## src/rtl/manchester_deserializer.sv

```systemverilog
// Manchester line receiver: hunts for a sync byte, then decodes each
// following 16-chip group into one byte on an AXI4-Stream master port.
// Any invalid chip pair in a locked word drops lock, so an idle line unlocks.
module manchester_deserializer #(
    parameter logic [7:0] SYNC_BYTE = 8'hA5,
    parameter bit         ONE_IS_HL = 1'b1
) (
    input  logic       aclk,
    input  logic       aresetn,
    input  logic       serial_in,
    output logic [7:0] m_axis_tdata,
    output logic       m_axis_tvalid,
    input  logic       m_axis_tready,
    output logic       locked,
    output logic       code_err,
    output logic       overflow
);

    // Chip-pair encoding of one byte, MSB pair first.
    function automatic logic [15:0] enc_byte(input logic [7:0] b);
        logic [15:0] w;
        w = '0;
        for (int k = 0; k < 8; k++) begin
            w[15-2*k] = ONE_IS_HL ? b[7-k] : ~b[7-k];
            w[14-2*k] = ~w[15-2*k];
        end
        return w;
    endfunction

    // A word is legal only when every pair holds two different chips.
    function automatic logic word_ok(input logic [15:0] w);
        logic ok;
        ok = 1'b1;
        for (int k = 0; k < 8; k++) begin
            if (w[15-2*k] == w[14-2*k]) ok = 1'b0;
        end
        return ok;
    endfunction

    // Recover the byte from a legal word; one chip of each pair carries the bit.
    function automatic logic [7:0] dec_word(input logic [15:0] w);
        logic [7:0] b;
        b = '0;
        for (int k = 0; k < 8; k++) begin
            b[7-k] = ONE_IS_HL ? w[15-2*k] : w[14-2*k];
        end
        return b;
    endfunction

    localparam logic [15:0] SYNC_CHIPS = enc_byte(SYNC_BYTE);

    typedef enum logic {
        HUNT   = 1'b0,
        LOCKED = 1'b1
    } state_t;

    state_t      state;
    state_t      state_nxt;
    logic [3:0]  chip_cnt;
    logic [3:0]  chip_cnt_nxt;
    logic [15:0] chip_sr;
    logic [15:0] sr_next;
    logic        word_done;
    logic        vld_p0;
    logic        byte_ok;
    logic        byte_bad;

    assign sr_next = {chip_sr[14:0], serial_in};
    assign locked  = (state == LOCKED);

    // Stage p0: chip capture into the 16-chip shift register.
    always_ff @(posedge aclk) begin
        if (!aresetn) begin
            chip_sr <= '0;
        end else begin
            chip_sr <= sr_next;
        end
    end

    // FSM state and chip counter registers.
    always_ff @(posedge aclk) begin
        if (!aresetn) begin
            state    <= HUNT;
            chip_cnt <= '0;
        end else begin
            state    <= state_nxt;
            chip_cnt <= chip_cnt_nxt;
        end
    end

    // Sync hunt, chip counting and lock loss on an illegal completed word.
    always_comb begin
        state_nxt    = state;
        chip_cnt_nxt = chip_cnt;
        word_done    = 1'b0;
        case (state)
            HUNT: begin
                if (sr_next == SYNC_CHIPS) begin
                    state_nxt    = LOCKED;
                    chip_cnt_nxt = '0;
                end
            end
            LOCKED: begin
                chip_cnt_nxt = chip_cnt + 4'd1;
                if (chip_cnt == 4'd15) begin
                    word_done = 1'b1;
                    if (!word_ok(sr_next)) state_nxt = HUNT;
                end
            end
            default: begin
                state_nxt = HUNT;
            end
        endcase
    end

    // Mark that chip_sr holds a complete locked word for the output stage.
    always_ff @(posedge aclk) begin
        if (!aresetn) begin
            vld_p0 <= 1'b0;
        end else begin
            vld_p0 <= word_done;
        end
    end

    // Stage p1: judge the completed word held in chip_sr.
    assign byte_ok  = vld_p0 &&  word_ok(chip_sr);
    assign byte_bad = vld_p0 && !word_ok(chip_sr);

    // Single-slot output register with overflow and code error pulses.
    always_ff @(posedge aclk) begin
        if (!aresetn) begin
            m_axis_tdata  <= '0;
            m_axis_tvalid <= 1'b0;
            code_err      <= 1'b0;
            overflow      <= 1'b0;
        end else begin
            code_err <= byte_bad;
            overflow <= 1'b0;
            if (byte_ok) begin
                if (!m_axis_tvalid || m_axis_tready) begin
                    m_axis_tdata  <= dec_word(chip_sr);
                    m_axis_tvalid <= 1'b1;
                end else begin
                    overflow <= 1'b1;
                end
            end else if (m_axis_tvalid && m_axis_tready) begin
                m_axis_tvalid <= 1'b0;
            end
        end
    end

endmodule

```

## config.mk

```make
export PLATFORM = sky130hd
export DESIGN_NAME = manchester_deserializer
export DESIGN_NICKNAME = d
export VERILOG_FILES = /design/src/rtl/manchester_deserializer.sv
export SDC_FILE = /design/constraint.sdc
export NUM_CORES = 1
export LEC_CHECK = 0
export CORE_ASPECT_RATIO = 1.75
export CORE_UTILIZATION = 40
export DETAILED_ROUTE_END_ITERATION = 10
export SETUP_SLACK_MARGIN = 0.15
export SYNTH_ARGS = -nofsm -noshare
export SYNTH_HDL_FRONTEND = slang
export SYNTH_SLANG_ARGS = --single-unit
```

## constraint.sdc

```tcl
create_clock -name aclk -period 1.69 [get_ports aclk]
set_clock_uncertainty 0.05 [all_clocks]
set_input_delay 0.507 -clock aclk [delete_from_list [all_inputs] [get_ports aclk]]
set_output_delay 0.507 -clock aclk [all_outputs]
set_load 0.005 [all_outputs]
```

**Word-level counts from Yosys, hierarchy flattened**

Index checks and enable logic that the tools add are counted.

- $add $sub $neg: 1
- Equal/unequal tests: 20
- Mux-type cells: 29
- Bitwise gates (word level): 1
- Reductions and logical operators: 11

Operators with widths:

| kind | count |
|---|---|
| $mux W1 | 26 |
| $eq A1 B1 Y1 | 16 |
| $eq A16 B16 Y1 const B | 1 |
| $pmux W4 S2 | 1 |
| $reduce_and A2 Y1 | 4 |
| $add A4 B1 Y4 const B | 1 |
| $eq A4 B4 Y1 const B | 1 |
| $mux W4 | 1 |
| $logic_and A1 B1 Y1 | 3 |
| $logic_not A1 Y1 | 2 |
| $ne A2 B1 Y1 const B | 1 |
| $ne A2 B2 Y1 const B | 1 |
| $pmux W1 S2 | 1 |
| $reduce_bool A2 Y1 | 1 |
| $logic_or A1 B1 Y1 | 1 |
| $not A1 Y1 | 1 |

- Bits in registers: 33
- Logic and storage cells: 70

**Depth between registers and ports, before layout**

Gate-level depths: netlist of run 1.

- Depth in word-level cells: 14
- Depth in mapped cells: 6
- Depth with buffers taken out: 6

**Worst setup path before layout of run 1**

Ideal clock, no wire load.

- Path kind: in2reg
- Start: input port m_axis_tready
- End: register m_axis_tdata[0]
- Data arrival time: 1.510 ns
- Required time: 1.568 ns
- Setup slack: 0.059 ns
- Cell stages on the path: 4
- Buffers on the path: 0
- Path through: nand2b_1 -> nand2_1 -> nor4_4 -> mux2i_1

- Word-level cells in the longest chain between the ends: 2

Ends and longest elaborated chain:

| what | line | text |
|---|---|---|
| start: declaration | 13 | `input logic m_axis_tready,` |
| $logic_or A1 B1 Y1 | 140 | `if (!m_axis_tvalid \|\| m_axis_tready) begin` |
| $reduce_and A2 Y1 (no source line) | - |  |
| end signal: assignment | 141 | `m_axis_tdata <= dec_word(chip_sr);` |
| end: declaration | 11 | `output logic [7:0] m_axis_tdata,` |

No other way between the ends.
A chain may end at the register's enable or synchronous reset.

**Worst setup path after layout of run 1**

- Start: register m_axis_tvalid
- End: output port m_axis_tvalid

RTL lines:

| what | line | text |
|---|---|---|
| start: declaration | 12 | `output logic m_axis_tvalid,` |
| start signal: assignment | 133 | `m_axis_tvalid <= 1'b0;` |
| start signal: assignment | 142 | `m_axis_tvalid <= 1'b1;` |
| start signal: assignment | 147 | `m_axis_tvalid <= 1'b0;` |

No word-level cell between the ends.

==> summary.md, run 1 <==
Along the worst path, the maximum fanout reaches 2. The total track usage came out at 0.1782. The count of cell instances traversed by the critical path was 1.

In this run the critical register-to-register path is captured at m_axis_tdata[1]. The average via count per standard cell was 4.667; the net count of the mapped netlist was 149. The CTS H-tree depth was 2; the sequential area share after synthesis was 0.5005. Measured along the y axis, the die boundary spans 78.00 um. The max-slew violation count was 0; the maximum single-stage delay on the critical path was 0.37 ns. For the clock buffer count from CTS, the log shows 5.

The routed layout has 966 vias. The worst setup path is launched from a register. The diode insertion count for antenna repair is 0, and the quantity of I/O buffers inserted on ports is 15. In this run the horizontal extent of the chip is 45.43 um.

The global-route wire length before repair is 4.471 mm, and the antenna violation net count after detailed routing is 0. The kind of path behind the tightest hold check was register to register. Summed over all cells, the static leakage comes to 0.8332 nW.

The final wirelength was 2.602 mm. The worst flop-to-flop path startpoint was chip_sr[0]. The number of global-route vias before repair was 998; the combined buffer and inverter count along the critical path was 1. For the pin with the worst max-slew slack, the measured transition is 0.3255 ns. The run finished with clean final reports.

The peak supply drop came out at 0.0006697 V. Pin placement for this block handled 16 I/O pins. The share of final-layout standard cells stronger than drive strength 1 is 0.2439. By startpoint and endpoint, the worst setup path is classified as register to output pin. The gate count after technology mapping came out at 136. Walking the worst path, the cells encountered are dlygate4sd2_1.

The core region is 3142 um2. In the layout the commonest cells are 22 x sky130_fd_sc_hd__dfxtp_1, 18 x sky130_fd_sc_hd__inv_1, 17 x sky130_fd_sc_hd__nand2_1. The tree built by TritonCTS fans out to 33 sinks. After layout, the design draws a total of 1.429 mW. The combinational group share of total power is 0.031, and the instance area after placement is 1575 um2. The setup violation total in the final timing report is 0.

Reported net switching power: 0.3053 mW. Tracing the worst setup path back leads to its startpoint at m_axis_tvalid. For the internal power, the log shows 1.124 mW. The initial DRC count is 20. The fraction of the cycle the final worst path needs came out at 0.8687. Setup repair after global routing could not meet its margin everywhere.

The switching share of power was 0.2136. Detailed placement finished with a half-perimeter wire length of 1.839 mm. The final weighted congestion of routability-driven global placement was 0.7981; the average wire per cell in the routed design was 12.57 um. The logs give 0.4202 for the starting density of the core and 0.91 ns for the arrival time at the worst endpoint. During synthesis, Yosys emitted a total of 0 warnings. The slowest cell on the critical path was sky130_fd_sc_hd__dfxtp_1.

The sequential share of power was 0.549. The maximum clock frequency was 0.6811 GHz. Entering global routing, the biggest net connects 22 pins.

The flip-flop and latch count after synthesis is 33, and the number of max-cap violations is 0. The category of cells accounting for the largest share of critical-path delay was flip-flops. The maximum clock path buffer count came out at 2. The run gives 1.13 ns as the required time at the worst-slack endpoint. The nature of the critical path endpoint is an output pin. The net count of the finished layout is 177.

After clock tree synthesis, the clock-pin slew on the worst setup and hold paths is 0.07 ns. In the routed design, unresolved DRC markers number 0. The tools report the number of hold violations in the final report as 0. TritonCTS built the clock tree.

The clock network latency to the later pin of the worst-skew pair is 0.29 ns, and the area enclosed by the die boundary is 3543 um2. For the clock group share of total power, the log shows 0.420. The relative area change from synthesis to final layout is 33.27%, and the clock period minus worst slack is 1.468 ns. Row generation in the floorplan step produced 27 rows. The power per cell area was 812.6 nW/um2; the count of cell types in the netlist was 26. The average instance in the mapped netlist occupies 9.706 um2. For the worst slew margin relative to its limit, the log shows 0.7810. The first detailed-routing pass took 4 iterations. In this run the worst setup path terminates at m_axis_tvalid. CTS placed an instance of sky130_fd_sc_hd__clkbuf_8 at the clock tree root. After synthesis the cells add up to 1320 um2. Register-to-register path setup slack: 0.23 ns. The number of antenna violations at the first check in global routing came out at 0. The worst register-to-register path has a depth of 5. The most common cell after layout, fill and taps aside was sky130_fd_sc_hd__dfxtp_1. The post-layout instance area was 1759 um2; the sum of overflow across all layers after global routing was 0.
==> power groups by stage <==
stage,registers (mW),logic [mW],clock network (mW)
2_1_floorplan,0.803,0.0196,0
3_3_place_gp,0.804,0.0395,0
3_5_place_dp,0.804,0.0397,0
4_1_cts,0.784,0.0435,0.616
5_1_grt,0.784,0.0499,0.653
6_report,0.785,0.0449,0.600
==> how the worst min path moves through the flow <==
stage / from / slack [ns] / cells past startpoint / end
after floorplan: chip_sr[2] / 0.39 / 2 / chip_sr[3]
after global placement: m_axis_tdata[7] / 0.39 / 2 / m_axis_tdata[7]
after detailed placement: m_axis_tdata[3] / 0.40 / 2 / m_axis_tdata[3]
after CTS: m_axis_tdata[4] / 0.41 / 2 / m_axis_tdata[4]
after global routing: m_axis_tdata[2] / 0.42 / 2 / m_axis_tdata[2]
final: m_axis_tdata[0] / 0.41 / 2 / m_axis_tdata[0]
==> layout make-up <==
cell class | instances | area, um2
sequential | 33 | 676.9
tap | 43 | 53.80
multi-input combinational | 82 | 645.6
fill | 316 | 1383
timing repair buffer | 24 | 229.0
inverter | 18 | 67.56
clock buffer | 7 | 86.33
==> layer usage <==
metal | share of wire | vias to the layer above | GRT usage
li1 | - | 493 | -
met1 | 0.40 | 450 | 0.1898
met2 | 0.53 | 16 | 0.2900
met3 | 0.037 | 7 | 0.05116
met4 | 0.031 | 0 | 0.1121
met5 | 0 | - | 0
==> cells by family (layout without fill, tap and decap cells) <==
family | after synthesis | after routing | share of synthesized area
AND/OR/NAND/NOR | 48 | 48 | 0.1886
AO/OA/AOI/OAI | 8 | 8 | 0.03886
XOR/XNOR | 8 | 8 | 0.05877
multiplexers | 9 | 9 | 0.06825
buffers and inverters | 21 | 49 | 0.05971
flip-flops | 33 | 33 | 0.5005
adder cells (fa/ha/maj) | 9 | 9 | 0.08531
==> sequential cells by signal, summed over array words and instances (netlist names) <==
name           flops
code_err           1
chip_cnt           4
vld_p0             1
locked             1
m_axis_tdata       8
m_axis_tvalid      1
overflow           1
chip_sr           16
==> repair_timing <==
item | 4_1_cts | 5_1_grt
setup buffers | 5 | 0
hold buffers | 0 | 0
pin swaps | 10 | 5
endpoints found under the hold margin | 0 | 0
resized for setup | 23 | 9
setup endpoints to repair | 23 | 12
cloned | 0 | 0
==> cells in the mapped netlist, drive strengths merged <==
library cell | number | area [um2]
dfxtp | 33 | 660.6
nand2 | 19 | 71.32
inv | 18 | 67.56
ha | 9 | 112.6
mux2i | 9 | 90.09
nor2 | 9 | 33.78
xor2 | 8 | 77.58
and2 | 5 | 31.28
nor3 | 4 | 20.02
a21oi | 3 | 15.01
nand4 | 3 | 25.02
nor4 | 3 | 33.78
clkbuf | 2 | 7.510
o21ai | 2 | 10.01
a22oi | 1 | 7.510
and3 | 1 | 6.260
buf | 1 | 3.750
nand2b | 1 | 6.260
nand3 | 1 | 5.000
nor4b | 1 | 8.760
o21a | 1 | 7.510
o221a | 1 | 11.26
or4 | 1 | 7.510
==> through the flow <==
step,setup TNS (ns),utilization,hold slack (ns),setup WS (ns),instances
after floorplan,0,-,0.3882,0.1298,136
after global routing,0,0.5599,0.4195,0.1305,207
final,0,0.5599,0.4059,0.2218,207
after CTS,0,0.5456,0.4082,0.01834,207
after detailed placement,-1.850,0.5014,0.4008,-0.1730,195
after global placement,-1.752,0.5014,0.3931,-0.1587,195
(Power assumes the default switching activity.)
==> run 2, diff against run 1 <==
==> constraint.sdc (replaced) <==
create_clock -name aclk -period 1.5 [get_ports aclk]
set_clock_uncertainty 0.05 [all_clocks]
set_input_delay 0.45 -clock aclk [delete_from_list [all_inputs] [get_ports aclk]]
set_output_delay 0.45 -clock aclk [all_outputs]
set_load 0.005 [all_outputs]
==> summary.md, run 2 (synthesized netlist as in run 1, its figures left out) <==
The run finished with clean final reports. In the final layout, the registers with the most flip-flops are chip_sr (16), m_axis_tdata (8), chip_cnt (4). Most flop-heavy register: chip_sr. For the maximum clock path buffer count, the log shows 2 (unchanged).

The run gives 0.8180 (+0.03700) as the worst slew margin relative to its limit. For the core occupancy in the finished layout, the log shows 0.6436 (+0.08363). The instance area after placement was 1623 um2 (+3.0%). The run gives 0.28 ns (about the same) as the clock network latency to the later pin of the worst-skew pair. The worst-case setup margin in the final layout is 0.01114 ns (-0.2107 ns), and the clock-pin slew reported for the worst setup and hold paths after clock tree synthesis is 0.07 ns (about the same). The sum of overflow across all layers after global routing was 0 (unchanged). Estimated wirelength of the detail-placed design: 1.910 mm (+3.8%). TritonCTS built the clock tree. The power per cell area came out at 897.7 nW/um2 (+10%). The residual DRC count came out at 0 (unchanged). The number of placed instances, taps included was 200 (+2.6%).

For the number of global-route vias before repair, the log shows 1091 (+9.3%). Worst flop-to-flop path startpoint: chip_sr[5]. The setup violation total in the final timing report was 0 (unchanged).

The worst hold path belongs to the class register to register. The tools report the max-slew violation count as 0 (unchanged). The post-placement setup slack came out at -0.4015 ns (-0.2285 ns). The average via count per standard cell is 4.756 (+1.9%). The run gives 1.66 ns (+0.53 ns) as the required time at the worst-slack endpoint.

Derived from the worst setup path, the maximum achievable clock frequency is 0.6717 GHz. The length in cells of the worst reg-to-reg path works out to 4 (-1). The tree is rooted in a sky130_fd_sc_hd__clkbuf_8. The clock sink count came out at 33 (unchanged).

Setup repair after global routing could not meet its margin everywhere. STA classifies the critical path endpoint as a register. The number of max-cap violations came out at 0 (unchanged).

The type of the setup path with the least slack is register to register. The vertical die dimension is 78.00 um (unchanged), and the static leakage is 0.9029 nW (+8.4%). The highest net fanout along the worst path works out to 3 (+1). Quantity of I/O buffers inserted on ports: 15 (unchanged). The library cells used most frequently in the layout, excluding fill and tap cells, are 18 x sky130_fd_sc_hd__nand2_1, 16 x sky130_fd_sc_hd__dfxtp_2, 16 x sky130_fd_sc_hd__buf_4. Placeable core area: 3142 um2 (unchanged). The area enclosed by the die boundary came out at 3543 um2 (unchanged). The share of final-layout standard cells stronger than drive strength 1 came out at 0.4101 (+0.1662). The fraction of the cycle the final worst path needs is 0.9926. The total track usage was 0.1907 (+0.01253); the average wire per cell in the routed design was 13.71 um (+9.1%). Number of hold violations in the final report: 0 (unchanged). The tools report the peak supply drop as 0.0007229 V (+7.9%). The global-route wire length before repair is 4.816 mm (+7.7%). The tools report the top-level port count as 16 (unchanged). Following the worst setup path forward leads to its endpoint at m_axis_tvalid.

The run gives 221 (+6.8%) as the filler-free cell count of the finished design. The number of nets at the end of the flow was 190 (+7.3%); the count of standard-cell rows was 27 (unchanged). For the number of vias in the routed layout, the log shows 1051 (+8.8%). The largest net degree at the start of global routing was 22 (unchanged). The diode insertion count for antenna repair is 0 (unchanged), and the width of the die is 45.43 um (unchanged). The flip-flop count of the largest register after layout is 16 (unchanged). The critical path launch point type was a register.

Starting density of the core: 0.4202 (unchanged). The run gives 5 (unchanged) as the clock buffer count from CTS. The relative area change from synthesis to final layout is 53.18%. Number of antenna violations at the first check in global routing: 0 (unchanged). The register-to-register path setup slack is 0.01 ns (-0.22 ns). The transition time at the pin with the least slew margin is 0.2710 ns (-0.05453 ns), and the final wirelength is 3.031 mm (+16%). End of the worst register-to-register path: m_axis_tvalid. The CTS H-tree depth came out at 2 (unchanged).

The tools report the final-layout fill cell count as 276 (-13%). In this run the worst setup path begins at chip_sr[5]. The arrival time at the worst endpoint was 1.65 ns (+0.74 ns). The number of iterations in the first detailed-routing pass is 4 (unchanged).

The library cell used most frequently in the layout, excluding fill and tap cells, is sky130_fd_sc_hd__nand2_1. The antenna violation net count after detailed routing was 0 (unchanged). The run gives 13 (-35%) as the initial DRC count. The worst path in the final design needs a cycle of 1.489 ns, including I/O delays and setup. The worst hold slack is 0.4039 ns (-0.002068 ns), and the final weighted congestion of routability-driven global placement is 0.7672 (-3.9%). The post-layout instance area is 2022 um2 (+15%).
run 2: cell count changes in the layout (fill, tap and decap cells not counted), sizes merged:
cell,previous run,this run
dlygate4sd2,13,2
clkbuf,7,8
bufinv,0,1
clkdlybuf4s15,0,10
buf,9,22
run 2: worst min-delay path by stage:
stage,cells after the start,startpoint,endpoint,slack (ns)
2_1_floorplan,2,chip_sr[2],chip_sr[3],0.39
3_5_place_dp,2,m_axis_tdata[6],m_axis_tdata[6],0.40
5_1_grt,2,m_axis_tdata[7],m_axis_tdata[7],0.43
6_report,2,m_axis_tdata[6],m_axis_tdata[6],0.40
3_3_place_gp,2,m_axis_tdata[7],m_axis_tdata[7],0.39
4_1_cts,2,m_axis_tdata[6],m_axis_tdata[6],0.41
run 2: cell type report:
type | count | area, um2 | area share
clock buffers | 7 | 86.33 | 0.04270
clock inverters | 1 | 30.03 | 0.01485
inverters | 18 | 70.07 | 0.03465
multi-input cells | 82 | 739.5 | 0.3657
flip-flops and latches | 33 | 691.9 | 0.3422
well taps | 43 | 53.80 | 0.02661
repair buffers | 37 | 350.3 | 0.1733
run 2: power breakdown:
part | switching, mW | leakage, nW | total, mW | internal [mW]
Combinational | 0.0380 | 0.568 | 0.0810 | 0.0430
Clock | 0.310 | 0.0585 | 0.851 | 0.541
Sequential | 0.00612 | 0.277 | 0.883 | 0.877
run 2: metrics by stage:
step                total power [mW]  setup TNS, ns
floorplan                     0.9274        -0.2226
global placement              0.9530         -4.497
detailed placement            0.9536         -4.835
CTS                            1.818        -0.2714
global route                   1.863        -0.3065
finish                         1.815              0
run 2: worst max-delay path, stage by stage, from the launching register on:
cell and delay, ns:
sky130_fd_sc_hd__dfxtp_2 0.37, sky130_fd_sc_hd__xor2_2 0.19, sky130_fd_sc_hd__nand4_4 0.15, sky130_fd_sc_hd__or4_1 0.53
sky130_fd_sc_hd__a21oi_1 0.13
run 2: routing by layer:
| layer | vias to the layer above | GRT usage | part of all wire |
|---|---|---|---|
| met1 | 499 | 0.2038 | 0.39 |
| met5 | - | 0 | 0 |
| met3 | 9 | 0.04419 | 0.029 |
| li1 | 520 | - | - |
| met4 | 0 | 0.09394 | 0.022 |
| met2 | 23 | 0.3286 | 0.56 |
run 2: repair_timing:
action / CTS / global route
gates resized for setup: 51 / 19
hold buffers: 0 / 0
buffers inserted: 11 / 2
pin swaps: 16 / 12
setup endpoints to repair: 27 / 19
gates cloned: 0 / 0
